### src/rtl/alu_ctrl_pipe.sv
// ALU control decode with a one-deep stage register, branch resolution and a
// saturating taken-branch counter. The stage register supports stall (hold) and
// flush (kill). A branch resolves once, when it leaves the stage.
module alu_ctrl_pipe (
  input  logic        clk,
  input  logic        reset,
  input  logic        in_valid,
  input  logic [1:0]  main_op,
  input  logic [2:0]  funct3,
  input  logic        funct7_b30,
  input  logic        stall,
  input  logic        flush,
  input  logic        zero,
  input  logic        Less,
  output logic [3:0]  ALUOp,
  output logic        out_valid,
  output logic        illegal,
  output logic        br_valid,
  output logic        br_taken,
  output logic [15:0] taken_cnt
);

  localparam logic [3:0] ALU_AND = 4'b0000;
  localparam logic [3:0] ALU_OR  = 4'b0001;
  localparam logic [3:0] ALU_ADD = 4'b0010;
  localparam logic [3:0] ALU_SUB = 4'b0110;

  // Stage register contents
  logic [3:0]  op_reg;
  logic        illegal_reg;
  logic        valid_reg;
  logic        branch_reg;
  logic [2:0]  funct3_reg;

  // Branch result and counter registers
  logic        br_valid_reg;
  logic        br_taken_reg;
  logic [15:0] taken_cnt_reg;

  // Combinational decode results
  logic [3:0]  dec_op;
  logic        dec_illegal;
  logic        dec_branch;
  logic        resolve;
  logic        cond_taken;

  // Decode the incoming instruction class into an ALU op, illegal and branch flags
  always_comb begin
    dec_op      = ALU_ADD;
    dec_illegal = 1'b0;
    dec_branch  = 1'b0;
    unique case (main_op)
      2'b00: dec_op = ALU_ADD;
      2'b01: begin
        if (funct3 == 3'b000 || funct3 == 3'b001 ||
            funct3 == 3'b100 || funct3 == 3'b101) begin
          dec_op     = ALU_SUB;
          dec_branch = 1'b1;
        end else begin
          dec_illegal = 1'b1;
        end
      end
      2'b10: begin
        unique case (funct3)
          3'b000:  dec_op = funct7_b30 ? ALU_SUB : ALU_ADD;
          3'b111:  dec_op = ALU_AND;
          3'b110:  dec_op = ALU_OR;
          default: dec_illegal = 1'b1;
        endcase
      end
      default: dec_illegal = 1'b1;
    endcase
  end

  // Branch condition from the held funct3 and the current ALU flags
  always_comb begin
    cond_taken = 1'b0;
    unique case (funct3_reg)
      3'b000:  cond_taken = zero;
      3'b001:  cond_taken = ~zero;
      3'b100:  cond_taken = Less;
      3'b101:  cond_taken = ~Less;
      default: cond_taken = 1'b0;
    endcase
  end

  // A held branch resolves only on the edge where it leaves the stage unkilled
  assign resolve = valid_reg & branch_reg & ~stall & ~flush;

  // Stage register, branch result pulse and saturating counter
  always_ff @(posedge clk) begin
    if (reset) begin
      op_reg        <= ALU_ADD;
      illegal_reg   <= 1'b0;
      valid_reg     <= 1'b0;
      branch_reg    <= 1'b0;
      funct3_reg    <= 3'b000;
      br_valid_reg  <= 1'b0;
      br_taken_reg  <= 1'b0;
      taken_cnt_reg <= 16'h0000;
    end else begin
      br_valid_reg <= resolve;
      br_taken_reg <= resolve & cond_taken;
      if (resolve && cond_taken && taken_cnt_reg != 16'hFFFF) begin
        taken_cnt_reg <= taken_cnt_reg + 16'd1;
      end
      if (flush) begin
        op_reg      <= ALU_ADD;
        illegal_reg <= 1'b0;
        valid_reg   <= 1'b0;
        branch_reg  <= 1'b0;
      end else if (!stall) begin
        op_reg      <= dec_op;
        illegal_reg <= dec_illegal;
        valid_reg   <= in_valid;
        branch_reg  <= dec_branch;
        funct3_reg  <= funct3;
      end
    end
  end

  assign ALUOp     = op_reg;
  assign out_valid = valid_reg;
  assign illegal   = illegal_reg;
  assign br_valid  = br_valid_reg;
  assign br_taken  = br_taken_reg;
  assign taken_cnt = taken_cnt_reg;

endmodule

### config.mk
export PLATFORM = sky130hd
export DESIGN_NAME = alu_ctrl_pipe
export DESIGN_NICKNAME = d
export VERILOG_FILES = /design/src/rtl/alu_ctrl_pipe.sv
export SDC_FILE = /design/constraint.sdc
export NUM_CORES = 1
export LEC_CHECK = 0
export ABC_CLOCK_PERIOD_IN_PS = 3000
export CAP_MARGIN = 20
export CORE_UTILIZATION = 50
export CTS_BUF_LIST = sky130_fd_sc_hd__clkbuf_8 sky130_fd_sc_hd__clkbuf_16
export DETAILED_ROUTE_END_ITERATION = 7
export MAX_ROUTING_LAYER = met4
export PLACE_DENSITY_LB_ADDON = 0.1
export SLEW_MARGIN = 20
export SYNTH_ARGS = -nofsm -noshare
export SYNTH_HDL_FRONTEND = slang
export SYNTH_SLANG_ARGS = --single-unit
### constraint.sdc
create_clock -name clk -period 3 [get_ports clk]
set_clock_uncertainty 0.15 [all_clocks]
set_input_delay 0.6 -clock clk [delete_from_list [all_inputs] [get_ports clk]]
set_output_delay 0.6 -clock clk [all_outputs]
set_load 0.03 [all_outputs]
; After elaboration in Yosys (flattened, before gate mapping)
; Cells that the tools add are included.
[word_totals]
elab_cells = 49
reg_bits = 28
[classes]
bitwise = 8
reduce_logical = 11
mux = 10
add_sub_neg = 1
n_eq_ne = 11
[ops]
columns = operator, count
row1 = 3-bit equality test (second input constant), 6
row2 = 16-bit by 1-bit adder with 16-bit output (second input constant), 1
row3 = 16-bit inequality test (second input constant), 1
row4 = 3-bit one-hot mux with 3 select lines, 1
row5 = 3-bit by 1-bit equality test with 1-bit output (second input constant), 2
row6 = 3-bit logical NOT, 2
row7 = 3-bit 2-to-1 mux, 2
row8 = 3-bit one-hot mux with 2 select lines, 1
row9 = 1-bit bitwise AND, 4
row10 = 1-bit 2-to-1 mux, 4
row11 = 1-bit inverter, 4
row12 = 1-bit one-hot mux with 4 select lines, 1
row13 = 1-bit logical OR, 3
row14 = 1-bit one-hot mux with 3 select lines, 1
row15 = 3-bit OR reduction, 1
row16 = 2-bit by 1-bit equality test with 1-bit output (second input constant), 1
row17 = 2-bit equality test (second input constant), 1
row18 = 1-bit logical AND, 2
row19 = 2-bit logical NOT, 1
row20 = 2-bit AND reduction, 1
row21 = 2-bit OR reduction, 1

; Longest topological paths before layout
[depth]
depth_word = 6
ltp_mapped = 7
mapped_depth_nobuf = 7

; Worst setup path before layout
; OpenSTA, ideal clock, no wires.
[synth_path]
kind = register to register
from = reg taken_cnt_reg[0], in the netlist taken_cnt[0]
to = reg taken_cnt_reg[1], in the netlist taken_cnt[1]
setup_slack_ns = 0.774
t_arrival_ns = 1.948
required_ns = 2.722
path_stages_with_launch = 8
path_buffers = 1
period_less_slack_ns = 2.226
path_cell_list = dfxtp_1 ha_1 and4_1 or4b_4 nand3_2 buf_6 mux2i_1 nor2_1
[synth_via]
elab_chain_len = 2
word_cells_on_any_way = 3
[synth_rtl]
columns = element, line_no
row1 = start: declaration, 38  ; logic [15:0] taken_cnt_reg;
row2 = start signal: assignment, 105  ; taken_cnt_reg <= taken_cnt_reg + 16'd1;
row3 = "parallel branches: the longest is 2 deep, another holds 16-bit by 1-bit adder with 16-bit output", -
; Several ways; the timed one is not identified.
; A chain may end at the register's enable or synchronous reset.

; Worst setup path after layout
[layout_path]
from = in flush
to = reg taken_cnt_reg[5], in the netlist taken_cnt[5]
[layout_via]
elab_chain_len = 4
[layout_rtl]
columns = element, line_no
row1 = start: declaration, 12  ; input logic flush,
row2 = 1-bit inverter (no source line), -
row3 = 1-bit bitwise AND, 88  ; assign resolve = valid_reg & branch_reg & ~stall & ~flush;
row4 = 1-bit logical AND (2 in series), 104  ; if (resolve && cond_taken && taken_cnt_reg != 16'hFFFF) begin
; No other way between the ends.

==> results <==
- The tool flagged a number of max-cap violations equal to 0.
- Data on the critical path arrives at its endpoint at approximately 2500 ps.
- The clock passes through at most 2 buffers.
- In this run switching power makes up 23.2% of total power.
- The run finished with clean final reports.
- The area growth from synthesis to layout is 30.5%.
- The worst register-to-register path has a depth of 6.
- During synthesis, Yosys emitted a total of 0 warnings.
- Setup repair after global routing left no endpoint under its margin.
- The core region is between 2000 and 3000 sq um.
- The first global-routing pass estimated 4.77 mm of wire.
- During I/O placement, the number of pins put on the boundary was 37.
- The part of the power in combinational logic is 10.4%.
- The floorplan die height is 54.2 microns.
- The number of nets in the finished design is 206.
- Synthesis inferred 27 register bits.
- The worst hold path class is reg -> reg.
- The fraction of the cycle the final worst path needs is 80.6%.
- 0 antenna diodes ended up in the layout.
- The share of final-layout standard cells stronger than drive strength 1 is 7.45%.
- The hold-fix buffer count after cts is 0.
- Synthesis handed over a netlist of 153 instances.
- The origin of the critical flop-to-flop path is taken_cnt[0]$_SDFFE_PP0P_.
- For this run, the share of the core covered by cells in the final layout is 70.5%.
- Counting instances, the worst hold path has a depth of 2.
- The die covers 2940 sq um.
- The synthesized netlist occupies a cell area of 1360 sq um.
- Leaving out fill and tap cells, the most frequent cells in the layout are sky130_fd_sc_hd__clkdlybuf4s50_1 (35), sky130_fd_sc_hd__dfxtp_1 (27), sky130_fd_sc_hd__nor2_1 (18).
- For this run, the leading register cell type out of synthesis is sky130_fd_sc_hd__dfxtp_1.
- The quantity of I/O buffers inserted on ports is 35.
- The final global-route overflow total is 0.
- The register with the most flip-flops in the layout has 16 of them.
- The count of vias placed by the detailed router is around 1200.
- The maximum clock frequency is between 0.4 and 0.5 GHz.
- For this run, global-route usage on met2 was measured as 36.4%.
- TritonCTS built the clock tree.
- The post-route worst setup slack is 583 ps.
- The leading cell type in the layout, fill and taps excluded is sky130_fd_sc_hd__clkdlybuf4s50_1.
- The number of inserted filler cells in the final layout is 215.
- Setup violations remaining at the end of the flow were counted as 0.
- The clock sink total is 27.
- The final HPWL from detailed placement is 2.15 mm.
- The number of max-slew violations in the final report was 0.
- Dividing the detail-routed via count by the number of cells gives 5.71.
- The initial antenna violation count is 0.
- The sort of element at the start of the critical path is an input pin.
- The number of clock buffers added by TritonCTS is 3.
- The fraction of registers with async set or reset after synthesis is 0%.
- In this run, distinct cell masters in the synthesized netlist total a little over 40.
- Power spread over the standard cell area amounts to 357 nW/um^2.
- In this run the post-CTS setup repair buffer count came out at 0.
- By startpoint and endpoint, the worst setup path is classified as in -> reg.
- Summed over all nets, the switching power comes to 147 uW.
- The number of global-route vias before repair is 1106.
- The clock-pin slew of the registers on the worst-case setup and hold paths is 90 ps.
- The worst setup slack after placement is around 320 ps.
- The initial cell density of the core is 54.1%.
- CTS built an H-tree with a depth of 1.
- The clock tree root driver cell is sky130_fd_sc_hd__clkbuf_8.
- Wires add up to about 2.8 mm.
- The later-pin clock latency in the skew report is 270 ps.
- The worst-case IR drop observed on VDD is 0.000274 V.
- The required time of the worst setup path is 3050 ps.
- Global routing used 22.9% of the available tracks.
- The endpoint identified for the worst register-to-register timing path is taken_cnt[1]$_SDFFE_PP0P_.
- The count of antenna-violating nets left after detailed routing is 0.
- The leakage power is 0.629 nW.
- The layer carrying the most global-route usage is met2.
- The met3 routing resource usage after global routing is around 4.2%.
- In this run the core area contains 18 standard-cell rows.
- The clock network power share is between 30% and 40%.
- Across all register-to-register paths, the minimum setup slack is 830 ps.
- The average wire per standard cell is 13.0 microns.
- STA classifies the critical path endpoint as a register.
- The first-iteration detailed-routing DRC count is 33.
- The share of total power dissipated in sequential elements is 57.5%.
- The terminating pin of the worst hold path is ALUOp[2]$_SDFFE_PP0N_.
- The count of flip-flops with a built-in enable after synthesis is 0.
- After routing, the total negative slack on setup checks comes to 0 ps.
- Dividing the synthesized area by the synthesized cell count gives ~9 sq um.
- The count of final hold-check violations is 0.
- The post-route minimum period is between 2000 and 2500 ps.
- Global routing consumed, on the met1 layer, 28.8% of the routing resources.
- Counting every net in the synthesized netlist gives 170.
- At the end of routability-driven placement, the weighted congestion stood at 0.792.
- The number of DRC violations after detailed routing is 0.
- The startpoint identified for the worst hold timing path is ALUOp[2]$_SDFFE_PP0N_.
- The pin count of the biggest net entering global routing is 16.
- The maximum fanout along the worst path is 14.
- Gates resized during post-CTS repair numbered 0.
- The width of the chip is between 50 and 60 microns.
- Across all hold checks on the routed design, the worst slack comes to 330 ps.
- The design draws between 600 and 700 uW.
- The iteration count of the initial detailed-routing pass is 4.
- The total internal power is 488 uW.
- Sequential cells were found to cover 39.6% of the synthesized design area.
-- stage by stage --
stage	cell area, sq um	instances
floorplan	1360	153
global placement	1730	214
detailed placement	1730	214
CTS	1780	218
global route	1780	218
finish	1780	218
-- area by class of cell --
cell class | instances | area (sq um) | area share (%)
Tap cell | 30 | 37.5 | 2.11
Clock buffer | 3 | 41.3 | 2.32
Inverter | 4 | 15.0 | 0.844
Timing Repair Buffer | 37 | 365 | 20.5
Sequential cell | 27 | 541 | 30.4
Multi-Input combinational cell | 116 | 774 | 43.5
Clock inverter | 1 | 5.00 | 0.281
-- worst max-delay path: stages --
cell	delay (ps)
sky130_fd_sc_hd__clkdlybuf4s50_1	500
sky130_fd_sc_hd__nand4bb_4	290
sky130_fd_sc_hd__nor2_4	190
sky130_fd_sc_hd__nand3_2	260
sky130_fd_sc_hd__or4_1	470
sky130_fd_sc_hd__a21oi_1	150
-- Yosys cell counts, drive strengths merged, types with 2 or more instances --
cell type	instances	area share (%)
mux2i	4	3.2
nand4	10	4.6
and3	3	1.4
nor2b	5	2.3
xor2	4	2.6
inv	4	1.1
o21ai	6	2.2
nand3	4	1.8
xnor2	3	3.3
dfxtp	27	40
nor3	2	0.73
ha	4	3.7
a21oi	12	4.4
nand2	12	3.3
clkbuf	4	1.1
nor2	19	5.8
or4	6	3.3
buf	2	1.4
o31ai	5	2.8
-- metal layers --
layer / share of wire [%] / vias up
met5: 0 / -
met1: 45 / 579
met4: 0.74 / 0
li1: - / 628
met2: 49 / 34
met3: 5.0 / 4
-- power groups by stage --
stage                     Clock [mW]  Sequential (mW)  Combinational, mW
after global placement             0            0.373             0.0640
after detailed placement           0            0.373             0.0656
after global routing           0.225            0.365             0.0722
after CTS                      0.209            0.365             0.0656
after floorplan                    0            0.376             0.0333
final                          0.204            0.365             0.0659
-- cell families (layout without fill, tap and decap cells) --
group,count (synthesis),in the layout,share of synthesized area (%)
buf+inv,10,45,3.58
flops,27,27,39.6
other cells,1,1,0.275
compound gates,30,30,13.3
mux,5,5,4.04
xor+xnor,7,7,5.87
fa+ha+maj,4,4,3.67
simple gates,69,69,29.6
-- worst max-delay path by stage --
stage | start | to | slack (ps) | cells after the start
after floorplan | taken_cnt[0]$_SDFFE_PP0P_ | taken_cnt[1]$_SDFFE_PP0P_ | 770 | 7
after global placement | flush | taken_cnt[5]$_SDFFE_PP0P_ | 390 | 6
after detailed placement | flush | taken_cnt[5]$_SDFFE_PP0P_ | 320 | 6
after CTS | flush | taken_cnt[5]$_SDFFE_PP0P_ | 600 | 6
after global routing | flush | taken_cnt[10]$_SDFFE_PP0P_ | 430 | 6
final | flush | taken_cnt[5]$_SDFFE_PP0P_ | 580 | 6
No activity file was read; power rests on OpenSTA's default activity.
